### src/rtl/centrosym_inverse.sv
`timescale 1ns/1ps
// centrosym_inverse
//
// Inverse of the unitary-ESPRIT centrosymmetric transform. Given the
// transformed-domain pair y1 = x1 + x2 and y2 = -j(x1 - x2), it recovers
//   x1 = (y1 + j*y2) / 2
//   x2 = (y1 - j*y2) / 2
// with round-half-up halving and saturation to DIN_WIDTH bits. The block is
// a 3-stage valid/ready pipeline (input register, sum register, output
// register) and never loses, duplicates or reorders a sample.
//
// Ports
//   clk, rst              : clock (rising edge), asynchronous active-high reset
//   y1_re..y2_im          : signed DIN_WIDTH+1 transformed-domain sample
//   din_valid / din_ready : input handshake (din_ready combinational from dout_ready)
//   x1_re..x2_im          : signed DIN_WIDTH recovered element-domain samples
//   dout_valid/dout_ready : output handshake
//   sat_clr               : synchronous clear of both sticky flags (a same-cycle set wins)
//   sat_flag              : sticky, some output component was clamped
//   parity_err            : sticky, some pre-halving sum was odd, i.e. the input
//                           was not the image of a forward transform
module centrosym_inverse #(
  parameter int DIN_WIDTH = 18
) (
  input  logic                        clk,
  input  logic                        rst,
  input  logic signed [DIN_WIDTH:0]   y1_re,
  input  logic signed [DIN_WIDTH:0]   y1_im,
  input  logic signed [DIN_WIDTH:0]   y2_re,
  input  logic signed [DIN_WIDTH:0]   y2_im,
  input  logic                        din_valid,
  output logic                        din_ready,
  output logic signed [DIN_WIDTH-1:0] x1_re,
  output logic signed [DIN_WIDTH-1:0] x1_im,
  output logic signed [DIN_WIDTH-1:0] x2_re,
  output logic signed [DIN_WIDTH-1:0] x2_im,
  output logic                        dout_valid,
  input  logic                        dout_ready,
  input  logic                        sat_clr,
  output logic                        sat_flag,
  output logic                        parity_err
);

  localparam int YW = DIN_WIDTH + 1;  // input width
  localparam int SW = DIN_WIDTH + 2;  // sum width, also used for the halved value

  localparam logic signed [SW-1:0] X_MAX = SW'((2 ** (DIN_WIDTH - 1)) - 1);
  localparam logic signed [SW-1:0] X_MIN = ~X_MAX;

  function automatic logic signed [SW-1:0] sext(input logic signed [YW-1:0] v);
    return {v[YW-1], v};
  endfunction

  // (s + 1) >>> 1 evaluated one bit wider so the +1 can never wrap; the
  // halved value of a full-scale sum needs SW bits before clamping.
  function automatic logic signed [SW-1:0] round_half(input logic signed [SW-1:0] s);
    logic signed [SW:0] t;
    t = {s[SW-1], s};
    t = t + {{SW{1'b0}}, 1'b1};
    return SW'(t >>> 1);
  endfunction

  function automatic logic clips(input logic signed [SW-1:0] h);
    return (h > X_MAX) || (h < X_MIN);
  endfunction

  function automatic logic signed [DIN_WIDTH-1:0] saturate(input logic signed [SW-1:0] h);
    if (h > X_MAX) return X_MAX[DIN_WIDTH-1:0];
    if (h < X_MIN) return X_MIN[DIN_WIDTH-1:0];
    return h[DIN_WIDTH-1:0];
  endfunction

  // Stage valids and load enables. A stage advances when it is empty or
  // when the stage after it advances, so a full pipeline moves as a unit.
  logic vld_p0, vld_p1, vld_p2;
  logic ld_p0, ld_p1, ld_p2;
  logic xfer_p2;

  assign ld_p2      = !vld_p2 || dout_ready;
  assign ld_p1      = !vld_p1 || ld_p2;
  assign ld_p0      = !vld_p0 || ld_p1;
  assign xfer_p2    = ld_p2 && vld_p1;
  assign din_ready  = ld_p0;
  assign dout_valid = vld_p2;

  always_ff @(posedge clk or posedge rst) begin
    if (rst) begin
      vld_p0 <= 1'b0;
      vld_p1 <= 1'b0;
      vld_p2 <= 1'b0;
    end else begin
      if (ld_p0) vld_p0 <= din_valid;
      if (ld_p1) vld_p1 <= vld_p0;
      if (ld_p2) vld_p2 <= vld_p1;
    end
  end

  // ---- Stage 1: input capture ----
  logic signed [YW-1:0] y1_re_p0, y1_im_p0, y2_re_p0, y2_im_p0;

  always_ff @(posedge clk) begin
    if (ld_p0 && din_valid) begin
      y1_re_p0 <= y1_re;
      y1_im_p0 <= y1_im;
      y2_re_p0 <= y2_re;
      y2_im_p0 <= y2_im;
    end
  end

  // ---- Stage 2: pre-halving sums and their parity ----
  // j*y2 = (-y2_im, y2_re), hence the cross-wired real/imag terms.
  logic signed [SW-1:0] s1r_c, s1i_c, s2r_c, s2i_c;
  logic signed [SW-1:0] s1r_p1, s1i_p1, s2r_p1, s2i_p1;
  logic                 par_c, par_p1;

  always_comb begin
    s1r_c = sext(y1_re_p0) - sext(y2_im_p0);
    s1i_c = sext(y1_im_p0) + sext(y2_re_p0);
    s2r_c = sext(y1_re_p0) + sext(y2_im_p0);
    s2i_c = sext(y1_im_p0) - sext(y2_re_p0);
    par_c = s1r_c[0] | s1i_c[0] | s2r_c[0] | s2i_c[0];
  end

  always_ff @(posedge clk) begin
    if (ld_p1 && vld_p0) begin
      s1r_p1 <= s1r_c;
      s1i_p1 <= s1i_c;
      s2r_p1 <= s2r_c;
      s2i_p1 <= s2i_c;
      par_p1 <= par_c;
    end
  end

  // ---- Stage 3: rounding, saturation, output register and sticky flags ----
  logic signed [SW-1:0] h1r_c, h1i_c, h2r_c, h2i_c;
  logic                 sat_c;

  always_comb begin
    h1r_c = round_half(s1r_p1);
    h1i_c = round_half(s1i_p1);
    h2r_c = round_half(s2r_p1);
    h2i_c = round_half(s2i_p1);
    sat_c = clips(h1r_c) | clips(h1i_c) | clips(h2r_c) | clips(h2i_c);
  end

  always_ff @(posedge clk or posedge rst) begin
    if (rst) begin
      x1_re <= '0;
      x1_im <= '0;
      x2_re <= '0;
      x2_im <= '0;
    end else if (xfer_p2) begin
      x1_re <= saturate(h1r_c);
      x1_im <= saturate(h1i_c);
      x2_re <= saturate(h2r_c);
      x2_im <= saturate(h2i_c);
    end
  end

  // Clear first, then OR in this cycle's event, so a coincident set survives.
  always_ff @(posedge clk or posedge rst) begin
    if (rst) begin
      sat_flag   <= 1'b0;
      parity_err <= 1'b0;
    end else begin
      sat_flag   <= (sat_flag   && !sat_clr) || (xfer_p2 && sat_c);
      parity_err <= (parity_err && !sat_clr) || (xfer_p2 && par_p1);
    end
  end

endmodule

### config.mk
export PLATFORM = sky130hd
export DESIGN_NAME = centrosym_inverse
export DESIGN_NICKNAME = d
export VERILOG_FILES = /design/src/rtl/centrosym_inverse.sv
export SDC_FILE = /design/constraint.sdc
export NUM_CORES = 1
export LEC_CHECK = 0
export BUFFER_PORTS_ARGS = -buffer_cell sky130_fd_sc_hd__clkbuf_2
export CAP_MARGIN = 20
export CORE_UTILIZATION = 35
export DETAILED_ROUTE_END_ITERATION = 16
export SLEW_MARGIN = 20
export SYNTH_ARGS = -nofsm -noshare
export SYNTH_HDL_FRONTEND = slang
export SYNTH_SLANG_ARGS = --single-unit
### constraint.sdc
create_clock -name clk -period 5.35 [get_ports clk]
set_input_delay 0.535 -clock clk [delete_from_list [all_inputs] [get_ports clk]]
set_output_delay 0.535 -clock clk [all_outputs]
set_load 0.1 [all_outputs]
==> metrics <==
clock sinks 232; P&R area growth vs syn 16.12%; worst r2r path cells 7; PortBufs 156; layout cells sized above 1 15.27%; P_leak approximately 0.0062 µW; largest area contributor in the netlist edfxtp_1; vias in the first global route 9,283; Die X 194.7 µm; Power Density 455.3 nW/µm²; row count 70; Skew-Pair Late Insertion Delay 0.54 ns; Max-slew headroom 27.62%; post-CTS setup buffers 0; WL/cell 16.30 µm; RePlAce Congestion 0.8481; Routed Antenna Nets 0; NetSw 2966 µW; fin. max-slew vios 0; FF-to-FF End sat_flag; grt peak-use layer met1; I/O pins 157; crit end category register; critical path depth in cells 7; worst setup margin roughly 2.2 ns; CP startpoint kind register; commonest non-fill, non-tap cell in the layout clkbuf_2; sequential element share of the synthesized area between 50% and 60%; clock transition at the registers of the reported paths 0.06 ns; Synth Area per Inst 10.19 µm²; Buf/Inv on CP 0; synth top area cells edfxtp_1 (36%), dfrtp_1 (15%), ha_1 (7.7%), xnor2_1 (5.2%), a21oi_1 (4.3%); Critical Path, Cell by Cell ha_1 -> nand4_1 -> nor4_1 -> nand3_1 -> o311a_1 -> or4_1 -> o32a_1; CP Class reg -> reg; global routing met1 resource utilization 24.30%; total track usage 16.37%; # diodes 0; CTS buffer count 25; Worst Path Required 5.77 ns; Final Hold Viols 0; core region area 36,610 µm²; final core occ 41.21%; post-route cell area 15,090 µm²; Worst Path Arrival 3.53 ns; Most used DFF post-synth edfxtp_1; sequential power share 37.0%; share of total power in combinational logic 37.1%; Max VDD drop 0.0002605 V; DR iter-0 viols 432; nets@finish 1,575; DR vias approximately 9.6k; post-synth cell types 68; post-synthesis instance total between 1k and 1.5k; worst-margin pin slew 1.086 ns; max incr delay on CP 0.59 ns; total iterations of the first detailed-routing run 5; Die H 194.7 µm; GR Layer Usage met3 2.863%; Final HPWL DP 23,780 µm; placed inst area between 10,000 and 15,000 µm²; Syn Nets 1,440; Final min period roughly 3.1 ns; post-synth top area share around 36%; htree depth 1; via/cell ratio between 5 and 6; FF+latch count, synth 232; Worst path slowest cell or4_1; status complete, no violations; Clock Power Share 25.9%; largest net degree at the start of global routing 84; routed wire length 30,900 µm; RSZ-0062 raised after global routing false; Setup crit end sat_flag; setup violators final 0; Remaining Overflow, GRT 0; R2R Path Start s1r_p1[0]; final worst path period share 58.20%; Worst path top cell family by delay simple AND/OR/NAND/NOR gates; met2 Use GR between 20% and 30%; Max Fclk approximately 320 MHz; Crit Path Max Fanout 18; die footprint ~38,000 µm²; commonest cells after routing, fill and taps aside clkbuf_2 (156), edfxtp_1 (155), nand2_1 (133); max-cap violation count 0; Clock Path Buffers 3; ys async rst share 33.19%; CTS tree done; Ys Warns 0; Sw Ratio 43.18%; Cell Area, Synth between 10,000 and 15,000 µm²; antenna violations before repair 0; Final Skew 0.01341 ns; drt drc 0; Post-synth EDFFs roughly 160; worst min path class in -> async; r2r setup slk 2.24 ns; Root Driver clkbuf_16; Resized cells post-CTS 0; first-pass GRT wire length 49,840 µm; CP Launch Point s1r_p1[0]; initial core utilization 35.49%; Internal Power 3903 µW; pre-CTS setup slack between 2 and 2.5 ns; hold_buf cts 0; Final TNS setup 0 ns
[layer usage]
metal | wire (µm) | share of wire (%)
met3 | 1593 | 5.2
met5 | 0 | 0
met1 | 15930 | 52
met4 | 668 | 2.2
met2 | 12710 | 41
[area by class of cell]
class	count	area, µm²
timing repair buffer	159	803.3
fill	3622	21520
tap	468	585.6
multi-input combinational	908	5937
clock buffer	35	777.0
sequential	232	6581
inverter	84	315.3
clock inverter	10	87.58
[stage by stage]
step	instances	hold slack, ns	power, µW
global placement	1851	0.4416	5106
floorplan	1275	0.4260	4564
CTS	1896	0.1408	6926
detailed placement	1851	0.4500	5131
finish	1896	0.1337	6869
global route	1896	0.1468	7192
[sequential cells by signal, summed over array words and instances (netlist names), 18 cells and up]
register and cells:
s2r_p1 19, s2i_p1 19, y1_im_p0 19, x2_re 18
s1r_p1 20, x2_im 18, y1_re_p0 19, y2_re_p0 19
y2_im_p0 19, x1_re 18, s1i_p1 20, x1_im 18
[cell usage after synthesis, types with 4 or more instances]
library cell,number
edfxtp_1,155
nand2_1,134
a21oi_1,112
o21ai_0,97
inv_1,84
ha_1,80
nor2_1,79
dfrtp_1,77
xnor2_1,77
clkbuf_1,49
xor2_1,44
nand3_1,43
nor3_1,28
nand2b_1,17
nand4_1,16
a21o_1,11
and3_1,11
nor2b_1,11
o21a_1,10
nor4_1,9
o21ai_1,9
o31ai_1,9
a31oi_1,8
o21bai_1,8
and4_1,7
a211oi_1,6
and2_1,6
o311ai_0,6
or3_1,6
o211ai_1,5
o41ai_1,5
fa_1,4
[worst min path at each step]
stage	start	end	slack, ns	cells after the start
finish	rst	x2_re[0]	0.13	2
global route	y2_re[6]	y2_re_p0[6]	0.15	1
CTS	rst	x2_re[0]	0.14	2
detailed placement	par_p1	parity_err	0.45	2
global placement	par_p1	parity_err	0.44	2
floorplan	par_p1	parity_err	0.43	2
[worst register-to-register path, delay by kind of cell, from the launching register on]
family	cells	cell delay, ns
AND/OR/NAND/NOR	4	1.48
AO/OA/AOI/OAI	2	0.88
flip-flops	1	0.41
adder cells (fa/ha/maj)	1	0.23
[power by group through the flow]
stage	Clock [µW]	Sequential (µW)	Combinational [µW]
2_1_floorplan	0	3730	838
3_3_place_gp	0	2570	2530
3_5_place_dp	0	2580	2550
4_1_cts	1830	2550	2550
5_1_grt	1890	2590	2720
6_report	1780	2540	2550
[cells by family (layout without fill, tap and decap cells)]
| kind of cell | count (synthesis) | count (layout) | share of synthesized area [%] |
|---|---|---|---|
| simple gates | 383 | 383 | 14.11 |
| fa+ha+maj | 84 | 84 | 8.321 |
| buf+inv | 135 | 288 | 3.958 |
| flops | 232 | 232 | 50.65 |
| compound gates | 318 | 318 | 14.64 |
| mux | 2 | 2 | 0.1637 |
| xor+xnor | 121 | 121 | 8.157 |
Power figures use the tool's default switching activity.
